### src/rtl/dili_pkg.sv
`default_nettype none
// =============================================================================
// Module   : dili_pkg
// Purpose  : Shared Dilithium stream types and field-width constants.
// Revision : 1.0
// =============================================================================
package dili_pkg;

    typedef enum logic [1:0] {
        IDLE = 2'd0,
        RUN  = 2'd1,
        DONE = 2'd2
    } dili_state_e;

    localparam int DILI_MAXW = 20;
    localparam int DILI_N    = 256;

    localparam int W_T1  = 10;
    localparam int W_T0  = 13;
    localparam int W_Z   = 20;
    localparam int W_ETA = 3;
    localparam int W_W1  = 6;

endpackage
`default_nettype wire

### src/rtl/dili_bit_unpacker.sv
`default_nettype none
// =============================================================================
// Module   : dili_bit_unpacker
// Purpose  : Slices a byte stream LSB-first into fixed-width fields for the
//            HWDILI coefficient decoder. Macro UNPACK_BYTECNT_EN adds byte_cnt.
// Revision : 1.0
// =============================================================================
module dili_bit_unpacker
    import dili_pkg::*;
#(
    parameter int pMAXW = DILI_MAXW,
    parameter int pBUFW = 32,
    parameter int pCNTW = 9
) (
    input  logic             clk,
    input  logic             rst,
    input  logic             start,
    input  logic [4:0]       cfg_width,
    input  logic [pCNTW-1:0] cfg_count,
    output logic             busy,
    output logic             done,
    output logic             err_cfg,
    input  logic [7:0]       in_data,
    input  logic             in_valid,
    output logic             in_ready,
    output logic [pMAXW-1:0] out_data,
    output logic             out_valid,
    input  logic             out_ready,
`ifdef UNPACK_BYTECNT_EN
    output logic [15:0]      byte_cnt,
`endif
    output logic             out_last
);

    localparam int BCW = $clog2(pBUFW + 1);
    localparam int RBW = pCNTW + 5;

    localparam logic [1:0] ST_IDLE = IDLE;
    localparam logic [1:0] ST_RUN  = RUN;
    localparam logic [1:0] ST_DONE = DONE;
    localparam logic [4:0] MAXW5   = 5'(pMAXW);

    logic [1:0]       state;
    logic [pBUFW-1:0] bit_buf;
    logic [BCW-1:0]   bitcnt;
    logic [4:0]       width_q;
    logic [pCNTW-1:0] count_q;
    logic [pCNTW-1:0] load_cnt;
    logic [RBW-1:0]   rem_bits;

    logic             cfg_legal;
    logic             accept;
    logic             fire;
    logic             load;
    logic [pMAXW-1:0] field_mask;
    logic [pBUFW-1:0] buf_shift;
    logic [pBUFW-1:0] buf_next;
    logic [BCW-1:0]   cnt_shift;
    logic [BCW-1:0]   cnt_next;

    assign cfg_legal  = (cfg_width != 5'd0) && (cfg_width <= MAXW5) && (cfg_count != '0);
    // rem_bits gates intake so no byte beyond the last field is ever taken
    assign in_ready   = (state == ST_RUN) && (bitcnt <= BCW'(pBUFW - 8)) && (rem_bits != '0);
    assign accept     = in_valid && in_ready;
    assign fire       = out_valid && out_ready;
    assign load       = (state == ST_RUN) && (bitcnt >= BCW'(width_q)) &&
                        (load_cnt != count_q) && (!out_valid || out_ready);
    assign field_mask = ~({pMAXW{1'b1}} << width_q);
    assign busy       = (state == ST_RUN);
    assign done       = (state == ST_DONE);

    always_comb begin
        buf_shift = load ? (bit_buf >> width_q) : bit_buf;
        cnt_shift = load ? (bitcnt - BCW'(width_q)) : bitcnt;
        buf_next  = buf_shift;
        cnt_next  = cnt_shift;
        if (accept) begin
            buf_next = buf_shift | (pBUFW'(in_data) << cnt_shift);
            cnt_next = cnt_shift + BCW'(8);
        end
    end

    always_ff @(posedge clk or posedge rst) begin
        if (rst) begin
            state     <= ST_IDLE;
            bit_buf   <= '0;
            bitcnt    <= '0;
            width_q   <= '0;
            count_q   <= '0;
            load_cnt  <= '0;
            rem_bits  <= '0;
            err_cfg   <= 1'b0;
            out_data  <= '0;
            out_valid <= 1'b0;
            out_last  <= 1'b0;
        end else begin
            case (state)
                ST_IDLE: begin
                    if (start) begin
                        if (cfg_legal) begin
                            state    <= ST_RUN;
                            width_q  <= cfg_width;
                            count_q  <= cfg_count;
                            load_cnt <= '0;
                            bit_buf  <= '0;
                            bitcnt   <= '0;
                            rem_bits <= RBW'(cfg_width) * RBW'(cfg_count);
                            err_cfg  <= 1'b0;
                        end else begin
                            err_cfg  <= 1'b1;
                        end
                    end
                end
                ST_RUN: begin
                    bit_buf <= buf_next;
                    bitcnt  <= cnt_next;
                    if (accept) begin
                        rem_bits <= (rem_bits > RBW'(8)) ? (rem_bits - RBW'(8)) : '0;
                    end
                    if (load) begin
                        out_data  <= bit_buf[pMAXW-1:0] & field_mask;
                        out_valid <= 1'b1;
                        out_last  <= (load_cnt == (count_q - pCNTW'(1)));
                        load_cnt  <= load_cnt + pCNTW'(1);
                    end else if (fire) begin
                        out_valid <= 1'b0;
                        out_last  <= 1'b0;
                    end
                    // padding bits left after the final field are dropped here
                    if (fire && out_last) begin
                        state   <= ST_DONE;
                        bit_buf <= '0;
                        bitcnt  <= '0;
                    end
                end
                ST_DONE: state <= ST_IDLE;
                default: state <= ST_IDLE;
            endcase
        end
    end

`ifdef UNPACK_BYTECNT_EN
    always_ff @(posedge clk or posedge rst) begin
        if (rst) begin
            byte_cnt <= '0;
        end else if ((state == ST_IDLE) && start && cfg_legal) begin
            byte_cnt <= '0;
        end else if (accept && (byte_cnt != 16'hFFFF)) begin
            byte_cnt <= byte_cnt + 16'd1;
        end
    end
`endif

endmodule
`default_nettype wire
### config.mk
export PLATFORM = sky130hd
export DESIGN_NAME = dili_bit_unpacker
export DESIGN_NICKNAME = d
export VERILOG_FILES = /design/src/rtl/dili_pkg.sv /design/src/rtl/dili_bit_unpacker.sv
export SDC_FILE = /design/constraint.sdc
export NUM_CORES = 1
export LEC_CHECK = 0
export CAP_MARGIN = 20
export CORE_MARGIN = 2
export CORE_UTILIZATION = 45
export CTS_BUF_LIST = sky130_fd_sc_hd__clkbuf_2 sky130_fd_sc_hd__clkbuf_4 sky130_fd_sc_hd__clkbuf_8
export CTS_CLUSTER_DIAMETER = 200
export DETAILED_ROUTE_END_ITERATION = 10
export PLACE_DENSITY = 0.77
export SLEW_MARGIN = 25
export SYNTH_ARGS = -nofsm -noshare
export SYNTH_HDL_FRONTEND = slang
export SYNTH_SLANG_ARGS = --single-unit
export TNS_END_PERCENT = 30
### constraint.sdc
create_clock -name clk -period 3.75 [get_ports clk]
set_input_delay 0.75 -clock clk [delete_from_list [all_inputs] [get_ports clk]]
set_output_delay 0.75 -clock clk [all_outputs]
set_load 0.005 [all_outputs]
==> qor.yml <==
outcome:
  outcome: "complete, but fails checks"
  violations: "setup timing"
sta:
  hold_viol: 0
  fin_crit_sh: 1.01
  rsz0062_at_grt: "true"
  fin_ws_ns: -0.0287
  setup_violations: 2
  worstMarginPinSlew_ns: 0.685
  slew_violations: 0
  min_period_ns: 3.78
  finClkSkew_ns: 0.0225
  whs_ns: 0.470
  timing.fmax_mhz: 265
  slew_headroom: 0.543
detailed_routing:
  wire_per_inst_um: 18.8
  antenna_left: 0
  wl_mm: 26.3
  via_count: 8529
  drtIter0Drc: 1049
  drc: 0
  viasPerCell: 6.09
  dr.pass1.iters: 6
yosys:
  synth_top_area_cell: "dfrtp_1"
  synthDistinctLibCells: 75
  syn_area_per_cell_um2: 8.21
  synth_area_leaders: "dfrtp_1 29%, nand2_1 7.3%, mux2i_1 5.6%"
  ys_ff_latch: 100
  ys.flop_type: "dfrtp_1"
  synth.top_cell.area_share: 0.287
  async_reset_ff_frac: 1.00
  ys_top_cells_by_count: "169 x nand2_1, 100 x dfrtp_1, 77 x nor2_1"
  synth_most_common_cell: "nand2_1"
  synth_warnings: 0
  synth_nets: 1143
  synth-edff-count: 0
  syn_inst: 1063
  netlist_area_mm2: 0.00872
  ys_seq_area_frac: 0.287
die:
  start_util: 0.462
  die_width_um: 143
  die_y_um: 143
  dieArea_mm2: 0.0205
  ioPinCount: 53
  fp-row-count: 50
  core_mm2: 0.0189
cells_and_area:
  n_fill_cell: 1716
  drive_gt1_frac: 0.152
  multi_input_area_mm2: 0.00592
  antenna_cells: 0
  fin_area_mm2: 0.0103
  seqCellArea_mm2: 0.00250
  area_delta_synth_final_pct: 17.6
  finalNetCount: 1216
setup_path:
  critPathLaunchType: "input pin"
  critPathRequiredTime_ns: 4.07
  worstSetupEndpointType: "flop"
  crit_type: "in2reg"
  crit_fanout: 6
  worst-r2r-cell-count: 13
  worstPathArrival_ns: 4.10
clocking:
  cts_max_path_buffers: 2
  cts.sinks: 100
  h-tree-depth: 3
  cts_hold_buffers: 0
  clk_latency_ns: 0.41
  cts_tree: "done"
  cts_buffers: 9
  clkTransAtPathRegs_ns: 0.13
  cts_root_buf: "clkbuf_8"
grt:
  grt_pass1_vias: 8098
  grt_usage: 0.264
  grt_pass1_wl_mm: 43.0
  grt_max_degree: 54
  grt_overflow: 0
  antenna_found_initial: 0
flow_run:
  maxCapViolCount: 0
placement:
  place.gp.congestion: 0.971
  postPlaceCellArea_mm2: 0.00990
  place_hpwl_mm: 19.7
  place_ws_ns: -1.00
  portBuffers: 52
power:
  p_per_area_mw_per_mm2: 1030
  leakage_nw: 4.50
  vdd_drop_max_mv: 0.639
worst_hold_path:
  hold_class: "reg2reg"
  hold_depth: 2
-- path summary, 6_finish.rpt --
kind | start | endpoint | slack, ns
setup / recovery | cfg_width[4] | rem_bits[9]$_DFFE_PP0P_ | -0.03
hold / removal | out_data[4]$_DFFE_PP0P_ | out_data[4]$_DFFE_PP0P_ | 0.47
setup reg to reg | bitcnt[0]$_DFFE_PP0P_ | bit_buf[27]$_DFFE_PP0P_ | 0.28
hold reg to reg | out_data[4]$_DFFE_PP0P_ | out_data[4]$_DFFE_PP0P_ | 0.47
max in group asynchronous | rst | out_data[11]$_DFFE_PP0P_ | 2.24
min in group asynchronous | rst | load_cnt[3]$_DFFE_PP0P_ | 0.78
-- worst max-delay path, cell delays in order --
cell,delay (ns)
buf_6,0.11
and2_4,0.15
fa_1,0.49
fa_1,0.50
inv_2,0.04
fa_1,0.49
inv_2,0.05
ha_4,0.21
nor2b_4,0.12
o21a_1,0.18
o41a_1,0.44
buf_4,0.16
xnor2_2,0.11
o22ai_1,0.08
a22o_1,0.23
-- layer usage --
metal	track usage	part of all wire
met1	0.385	0.45
met2	0.392	0.44
met3	0.0503	0.090
met4	0.0918	0.025
met5	0	0
-- metrics by stage --
stage | power, mW | TNS [ns] | util | cells
floorplan | 7.26 | -1.37 | - | 1063
detailed placement | 9.48 | -7.02 | 0.524 | 1378
global route | 11.4 | -0.389 | 0.543 | 1401
finish | 10.6 | -0.0299 | 0.543 | 1401
global placement | 9.37 | -6.77 | 0.524 | 1378
CTS | 10.3 | -0.0678 | 0.540 | 1400
-- flip-flops by register name, summed over array words and instances (netlist names), 2 cells and up --
signal    cells
bit_buf      32
bitcnt        6
count_q       9
load_cnt      9
out_data     20
rem_bits     14
state         2
width_q       5
-- cell type report --
class,count,area share
clock buffer,9,0.0121
timing repair buffer,128,0.108
clock inverter,7,0.00890
multi-input combinational,846,0.577
tap,260,0.0317
sequential,100,0.244
inverter,51,0.0189
-- cells by family (layout without fill, tap and decap cells) --
group	Yosys count	count (layout)	share of synthesized area
buffers and inverters	117	195	0.0535
AO/OA/AOI/OAI	287	287	0.212
adder cells (fa/ha/maj)	53	53	0.0950
flip-flops	100	100	0.287
multiplexers	77	77	0.112
XOR/XNOR	33	33	0.0331
AND/OR/NAND/NOR	396	396	0.207
-- cells in the final DEF (no fill, tap or decap), drive strengths merged, types with 10 or more instances in the layout --
master and instances:
nand2 170, dfrtp 100, o21ai 91, buf 83, nor2 78, a21oi 57
inv 52, mux2i 50, clkdlybuf4s50 41, nand3 37, and2 33, ha 31
nor3 27, fa 22, xnor2 17, xor2 16, a211oi 16, mux4 15
a21o 14, mux2 12, or3 10, o22ai 10, a31oi 10, clkbuf 10
-- power by group --
part | switching [mW] | total (mW) | internal [mW]
clock network | 0.478 | 0.751 | 0.273
registers | 0.537 | 2.06 | 1.53
logic | 4.69 | 7.77 | 3.08
-- repair_timing --
item / CTS / global route
pin swaps: 25 / 19
endpoints found under the hold margin: 0 / 0
setup buffers: 6 / 1
resized for setup: 58 / 15
endpoints found under the setup margin: 8 / 7
Note: power is estimated with default switching activity, not from simulation.
